[config.mk]
export PLATFORM = sky130hd
export DESIGN_NAME = regfile_wb_arbiter
export DESIGN_NICKNAME = d
export VERILOG_FILES = /design/src/rtl/rf_pkg.sv /design/src/rtl/rf_scoreboard.sv /design/src/rtl/regfile_wb_arbiter.sv
export SDC_FILE = /design/constraint.sdc
export NUM_CORES = 1
export LEC_CHECK = 0
export ABC_AREA = 1
export CORE_UTILIZATION = 41
export DETAILED_ROUTE_END_ITERATION = 8
export PLACE_DENSITY = 0.78
export SLEW_MARGIN = 30
export SYNTH_ARGS = -nofsm -noshare
export SYNTH_HDL_FRONTEND = slang
export SYNTH_SLANG_ARGS = --single-unit
[constraint.sdc]
create_clock -name clk -period 1.3 [get_ports clk]
set_input_delay 0.26 -clock clk [delete_from_list [all_inputs] [get_ports clk]]
set_output_delay 0.26 -clock clk [all_outputs]
set_load 0.02 [all_outputs]
[src/rtl/rf_pkg.sv]
// Shared definitions for the register-file writeback arbiter.
//   DATA_W / ADDR_W / NUM_REGS : default datapath and scoreboard sizes
//   MAX_WAIT                   : consecutive ALU denials before the ALU gets priority
//   REG_ZERO                   : hard-wired zero register (writes are dropped)
//   arb_state_t                : tie-break state of the arbiter
package rf_pkg;

  localparam int unsigned DATA_W   = 32;
  localparam int unsigned ADDR_W   = 5;
  localparam int unsigned NUM_REGS = 32;
  localparam int unsigned MAX_WAIT = 2;

  localparam logic [ADDR_W-1:0] REG_ZERO = '0;

  typedef enum logic {
    MEM_PRI = 1'b0,
    ALU_PRI = 1'b1
  } arb_state_t;

endpackage

[src/rtl/rf_scoreboard.sv]
// Per-register pending-write scoreboard for read-after-write hazard detection.
//   clk, reset            : clock, synchronous active-high reset
//   flush_i               : clears every pending bit
//   set_valid_i/set_addr_i: an instruction writing set_addr_i was issued
//   clr_valid_i/clr_addr_i: the register file is committing clr_addr_i
//   rs1_addr_i/rs2_addr_i : query addresses
//   rs1_busy_o/rs2_busy_o : pending bit of the queried register (x0 never busy)
module rf_scoreboard #(
  parameter int unsigned ADDR_W   = rf_pkg::ADDR_W,
  parameter int unsigned NUM_REGS = rf_pkg::NUM_REGS
) (
  input  logic              clk,
  input  logic              reset,
  input  logic              flush_i,
  input  logic              set_valid_i,
  input  logic [ADDR_W-1:0] set_addr_i,
  input  logic              clr_valid_i,
  input  logic [ADDR_W-1:0] clr_addr_i,
  input  logic [ADDR_W-1:0] rs1_addr_i,
  input  logic [ADDR_W-1:0] rs2_addr_i,
  output logic              rs1_busy_o,
  output logic              rs2_busy_o
);
  import rf_pkg::*;

  logic [NUM_REGS-1:0] pending_q;
  logic [NUM_REGS-1:0] pending_d;

  // Set is applied after clear so a new producer issued on the commit edge stays pending.
  always_comb begin
    pending_d = pending_q;
    if (clr_valid_i) pending_d[clr_addr_i] = 1'b0;
    if (set_valid_i) pending_d[set_addr_i] = 1'b1;
    pending_d[0] = 1'b0;
    if (flush_i) pending_d = '0;
  end

  always_ff @(posedge clk) begin
    if (reset) pending_q <= '0;
    else       pending_q <= pending_d;
  end

  // Plain reads of the pending vector: no bypass from the commit stage.
  assign rs1_busy_o = (rs1_addr_i != ADDR_W'(REG_ZERO)) && pending_q[rs1_addr_i];
  assign rs2_busy_o = (rs2_addr_i != ADDR_W'(REG_ZERO)) && pending_q[rs2_addr_i];

endmodule

[src/rtl/regfile_wb_arbiter.sv]
// Arbitrates the single register-file write port between the ALU and the load
// unit, registers the winning write, and tracks pending destinations.
//   clk, reset                      : clock, synchronous active-high reset
//   flush                           : drops in-flight writes, clears scoreboard and arbiter
//   alu_valid/addr/data, alu_ready  : ALU writeback handshake
//   mem_valid/addr/data, mem_ready  : load writeback handshake
//   issue_valid, issue_rd           : marks issue_rd as pending
//   rs1_addr/rs2_addr, rs1/rs2_busy : hazard queries
//   rf_write_addr/data, rf_reg_write: register file write port
module regfile_wb_arbiter #(
  parameter int unsigned DATA_W   = rf_pkg::DATA_W,
  parameter int unsigned ADDR_W   = rf_pkg::ADDR_W,
  parameter int unsigned NUM_REGS = rf_pkg::NUM_REGS,
  parameter int unsigned MAX_WAIT = rf_pkg::MAX_WAIT
) (
  input  logic              clk,
  input  logic              reset,
  input  logic              flush,
  input  logic              alu_valid,
  input  logic [ADDR_W-1:0] alu_addr,
  input  logic [DATA_W-1:0] alu_data,
  output logic              alu_ready,
  input  logic              mem_valid,
  input  logic [ADDR_W-1:0] mem_addr,
  input  logic [DATA_W-1:0] mem_data,
  output logic              mem_ready,
  input  logic              issue_valid,
  input  logic [ADDR_W-1:0] issue_rd,
  input  logic [ADDR_W-1:0] rs1_addr,
  input  logic [ADDR_W-1:0] rs2_addr,
  output logic              rs1_busy,
  output logic              rs2_busy,
  output logic [ADDR_W-1:0] rf_write_addr,
  output logic [DATA_W-1:0] rf_write_data,
  output logic              rf_reg_write
);
  import rf_pkg::*;

  localparam int unsigned WAIT_W = (MAX_WAIT > 2) ? $clog2(MAX_WAIT) : 1;
  localparam logic [WAIT_W-1:0] WAIT_SAT = WAIT_W'(MAX_WAIT - 1);

  arb_state_t        state_q, state_d;
  logic [WAIT_W-1:0] wait_cnt_q, wait_cnt_d;
  logic              alu_grant, mem_grant, alu_denied;
  logic [ADDR_W-1:0] win_addr;
  logic [DATA_W-1:0] win_data;
  logic [ADDR_W-1:0] rf_addr_q;
  logic [DATA_W-1:0] rf_data_q;
  logic              rf_we_q;

  // Arbiter state register.
  always_ff @(posedge clk) begin
    if (reset) begin
      state_q    <= MEM_PRI;
      wait_cnt_q <= '0;
    end else begin
      state_q    <= state_d;
      wait_cnt_q <= wait_cnt_d;
    end
  end

  // Grant, starvation counter and tie-break state.
  always_comb begin
    alu_grant  = 1'b0;
    mem_grant  = 1'b0;
    state_d    = state_q;
    wait_cnt_d = wait_cnt_q;

    if (!reset && !flush) begin
      if (alu_valid && mem_valid) begin
        if (state_q == ALU_PRI) alu_grant = 1'b1;
        else                    mem_grant = 1'b1;
      end else begin
        alu_grant = alu_valid;
        mem_grant = mem_valid;
      end
    end

    alu_denied = alu_valid && !alu_grant;

    if (alu_grant || !alu_valid)  wait_cnt_d = '0;
    else if (wait_cnt_q != WAIT_SAT) wait_cnt_d = wait_cnt_q + WAIT_W'(1);

    case (state_q)
      MEM_PRI: if (alu_denied && (wait_cnt_q == WAIT_SAT)) state_d = ALU_PRI;
      ALU_PRI: if (alu_grant) state_d = MEM_PRI;
      default: state_d = MEM_PRI;
    endcase

    if (flush) begin
      state_d    = MEM_PRI;
      wait_cnt_d = '0;
    end
  end

  assign alu_ready = alu_grant;
  assign mem_ready = mem_grant;
  assign win_addr  = alu_grant ? alu_addr : mem_addr;
  assign win_data  = alu_grant ? alu_data : mem_data;

  // Output stage: x0 writes are accepted but never raise the write enable.
  always_ff @(posedge clk) begin
    if (reset) begin
      rf_addr_q <= '0;
      rf_data_q <= '0;
      rf_we_q   <= 1'b0;
    end else begin
      rf_we_q <= (alu_grant || mem_grant) && (win_addr != ADDR_W'(REG_ZERO));
      if (alu_grant || mem_grant) begin
        rf_addr_q <= win_addr;
        rf_data_q <= win_data;
      end
    end
  end

  // A flush in the commit cycle squashes the write that is already in the stage.
  assign rf_write_addr = rf_addr_q;
  assign rf_write_data = rf_data_q;
  assign rf_reg_write  = rf_we_q && !flush;

  rf_scoreboard #(
    .ADDR_W  (ADDR_W),
    .NUM_REGS(NUM_REGS)
  ) u_scoreboard (
    .clk        (clk),
    .reset      (reset),
    .flush_i    (flush),
    .set_valid_i(issue_valid && (issue_rd != ADDR_W'(REG_ZERO))),
    .set_addr_i (issue_rd),
    .clr_valid_i(rf_reg_write),
    .clr_addr_i (rf_addr_q),
    .rs1_addr_i (rs1_addr),
    .rs2_addr_i (rs2_addr),
    .rs1_busy_o (rs1_busy),
    .rs2_busy_o (rs2_busy)
  );

endmodule
==> metrics.cfg <==
[outcome]
status=finished with violations
violations=setup timing

[synthesis]
async_flop_share_pct=0
synth_ff_type=dfxtp_1
yosys.area.top_type=dfxtp_1
synthCells=593
synth_area_leaders=dfxtp_1 38%, nand2_1 25%, nand3_1 7.2%
syn_area_sq_um=3735
netlist.area_leader.share_pct=38.06
syn_area_per_cell_sq_um=6.298
synth_common_cells=246 x nand2_1, 71 x dfxtp_1, 64 x inv_1, 54 x nand3_1, 38 x o21ai_0
yosys_register_bits=71
synthesis.nets=688
synth-edff-count=0
ys_warn_count=0
ys_types=20
yosysMostFrequentCell=nand2_1
seq_area_frac_synth_pct=38.06

[sta]
worstMarginPinSlew_ps=380.6
maxSlewHeadroom_pct=74.63
setup_ws_ps=-333.7
whs_ps=445.1
setup_viol=4
fmax_ghz=0.6121
hold_viol_final=0
fin_crit_sh_pct=125.7
period_minus_slack_ps=1634
finalClockSkew_ps=6.557
grt_setup_unrepaired=yes
slew_viol_final=0

[cells_and_area]
nets=868
stdcell_area_sq_um=5834
n_antenna_cell=0
syn2layout_area_growth_pct=56.21
fill_cells=741
drive_gt1_share_pct=22.49
fin_util_pct=66.58

[clock_tree]
cts_tree=built
htreeDepth=3
root_buffer=clkbuf_8
cts_hold_buf=0
cts_sinks=71
path_clk_slew_ps=70
insertion_delay_ps=340
cts_made_buffers=9
clock_path_buffers=2

[floorplanning]
core_sq_um=8763
num_rows=34
die_w_um=97.44
io_pins=137
die-height_um=97.44
start_util_pct=42.62
die_area_sq_um=9495

[critical_path]
critPathLaunchType=input port
r2r_cells=7
critPathLaunch=rs1_addr[3]
crit_type=in -> out
r2r-end=u_scoreboard.pending_q[25]$_SDFF_PP0_
worstSetupEndpoint=rs1_busy
arrival_ps=1370
cp_max_fo=4
regToRegSetupSlack_ps=30
crit-reg2reg-launch=rf_we_q$_SDFF_PP0_
timing.critical_path.required_ps=1040
setup.worst_path.end_class=output pin

[route]
post_drt_via_cell_ratio=5.166
drt_iter0_drc=249
routed_wl_um=12530
drtPass1Iterations=5
num_vias=4577
drcViolationCount=0
antenna_left=0
routedWlPerCell_um=14.14

[min_path]
hold_depth=4
min_path_type=in -> reg

[global_routing]
grt_usage_pct=26.36
grt_pass1_wl_um=20490
overflow=0
antenna_found_initial=0
grt_pass1_vias=4496
grt_max_degree=36

[place]
placed_area_sq_um=5523
place_ws_ps=-1081
gp_congestion=0.9000
hpwl_um=9232
port_buffers=136

[power]
power.density_nw_per_um2=848.0
p_leak_uw=0.002493
vdd_ir_drop_max_mv=0.6826

[run]
maxCapViolations=0

==> state kept, by name, summed over array words and instances, names as in the netlist <==
signal / count
u_scoreboard.pending_q: 31
rf_write_data: 32
wait_cnt_q: 1
rf_write_addr: 5
state_q: 1
rf_we_q: 1
==> kinds of logic (layout without fill, tap and decap cells) <==
group	Yosys count	after routing	synth area share [%]
simple gates	325	325	35.68
compound gates	107	107	15.71
buf+inv	90	275	10.55
flops	71	71	38.06
==> repair_timing <==
action / 4_1_cts / 5_1_grt
cloned: 1 / 0
resized for setup: 152 / 77
setup buffers: 5 / 1
setup endpoints to repair: 111 / 63
pin swaps: 11 / 10
==> worst min path at each step <==
stage	startpoint	end	slack [ps]
2_1_floorplan	alu_data[0]	rf_write_data[0]$_SDFFE_PP0P_	410
3_3_place_gp	u_scoreboard.pending_q[15]$_SDFF_PP0_	u_scoreboard.pending_q[15]$_SDFF_PP0_	460
3_5_place_dp	u_scoreboard.pending_q[17]$_SDFF_PP0_	u_scoreboard.pending_q[17]$_SDFF_PP0_	460
4_1_cts	alu_data[7]	rf_write_data[7]$_SDFFE_PP0P_	470
5_1_grt	issue_rd[4]	u_scoreboard.pending_q[2]$_SDFF_PP0_	470
6_report	issue_rd[4]	u_scoreboard.pending_q[3]$_SDFF_PP0_	450
==> cell type report <==
cell class | count | area, sq um | share of cell area [%]
tap | 108 | 135.1 | 2.316
inverter | 65 | 251.5 | 4.311
sequential | 71 | 1451 | 24.88
clock buffer | 9 | 123.9 | 2.123
multi-input combinational | 432 | 2014 | 34.53
timing repair buffer | 194 | 1808 | 30.99
clock inverter | 7 | 50.05 | 0.8578
==> placed cells by master, fill, tap and decap left out <==
master	count
nand2_1	239
clkdlybuf4s50_1	83
nand3_1	49
buf_4	48
dfxtp_1	47
inv_1	42
a21oi_1	34
a31oi_1	32
dfxtp_2	24
o21ai_0	23
inv_2	21
clkbuf_2	16
clkdlybuf4s15_1	16
o21ai_1	13
nor3_1	10
clkbuf_8	9
dlygate4sd2_1	9
buf_6	9
nand2_2	8
nand3_2	6
clkdlybuf4s15_2	5
nor2_1	4
nor2_2	3
nor3_2	3
o21ai_2	3
clkinvlp_4	3
buf_12	3
a21oi_4	2
clkinv_2	2
clkinv_4	2
buf_8	2
nor2_8	1
nor2_4	1
inv_6	1
inv_4	1
nand3b_1	1
bufbuf_16	1
dlymetal6s2s_1	1
buf_2	1
==> worst max-delay path, stage by stage <==
cell and delay, ps:
clkdlybuf4s50_1 510, nor2_2 160, nand2_1 70, nand2_1 60, inv_1 30, nand2_1 50, nand2_1 50, nand2_2 60
buf_6 110
==> through the flow <==
stage	power, uW	instances	TNS, ps
3_3_place_gp	3403	864	-40970
4_1_cts	4943	885	-748.1
5_1_grt	5150	886	-1073
2_1_floorplan	2801	593	-52.63
3_5_place_dp	3420	864	-42870
6_report	4947	886	-754.2
==> metal layers <==
layer | part of all wire, % | vias up | global-route usage, %
li1 | - | 2267 | -
met1 | 40 | 2063 | 30.14
met2 | 50 | 213 | 45.72
met3 | 7.6 | 34 | 6.259
met4 | 2.8 | 0 | 13.12
met5 | 0 | - | 0
==> power by group <==
part,internal (uW),switching (uW)
registers,2240,39.9
clock network,690,861
logic,563,553
total,3490,1450
(Power assumes the default switching activity.)
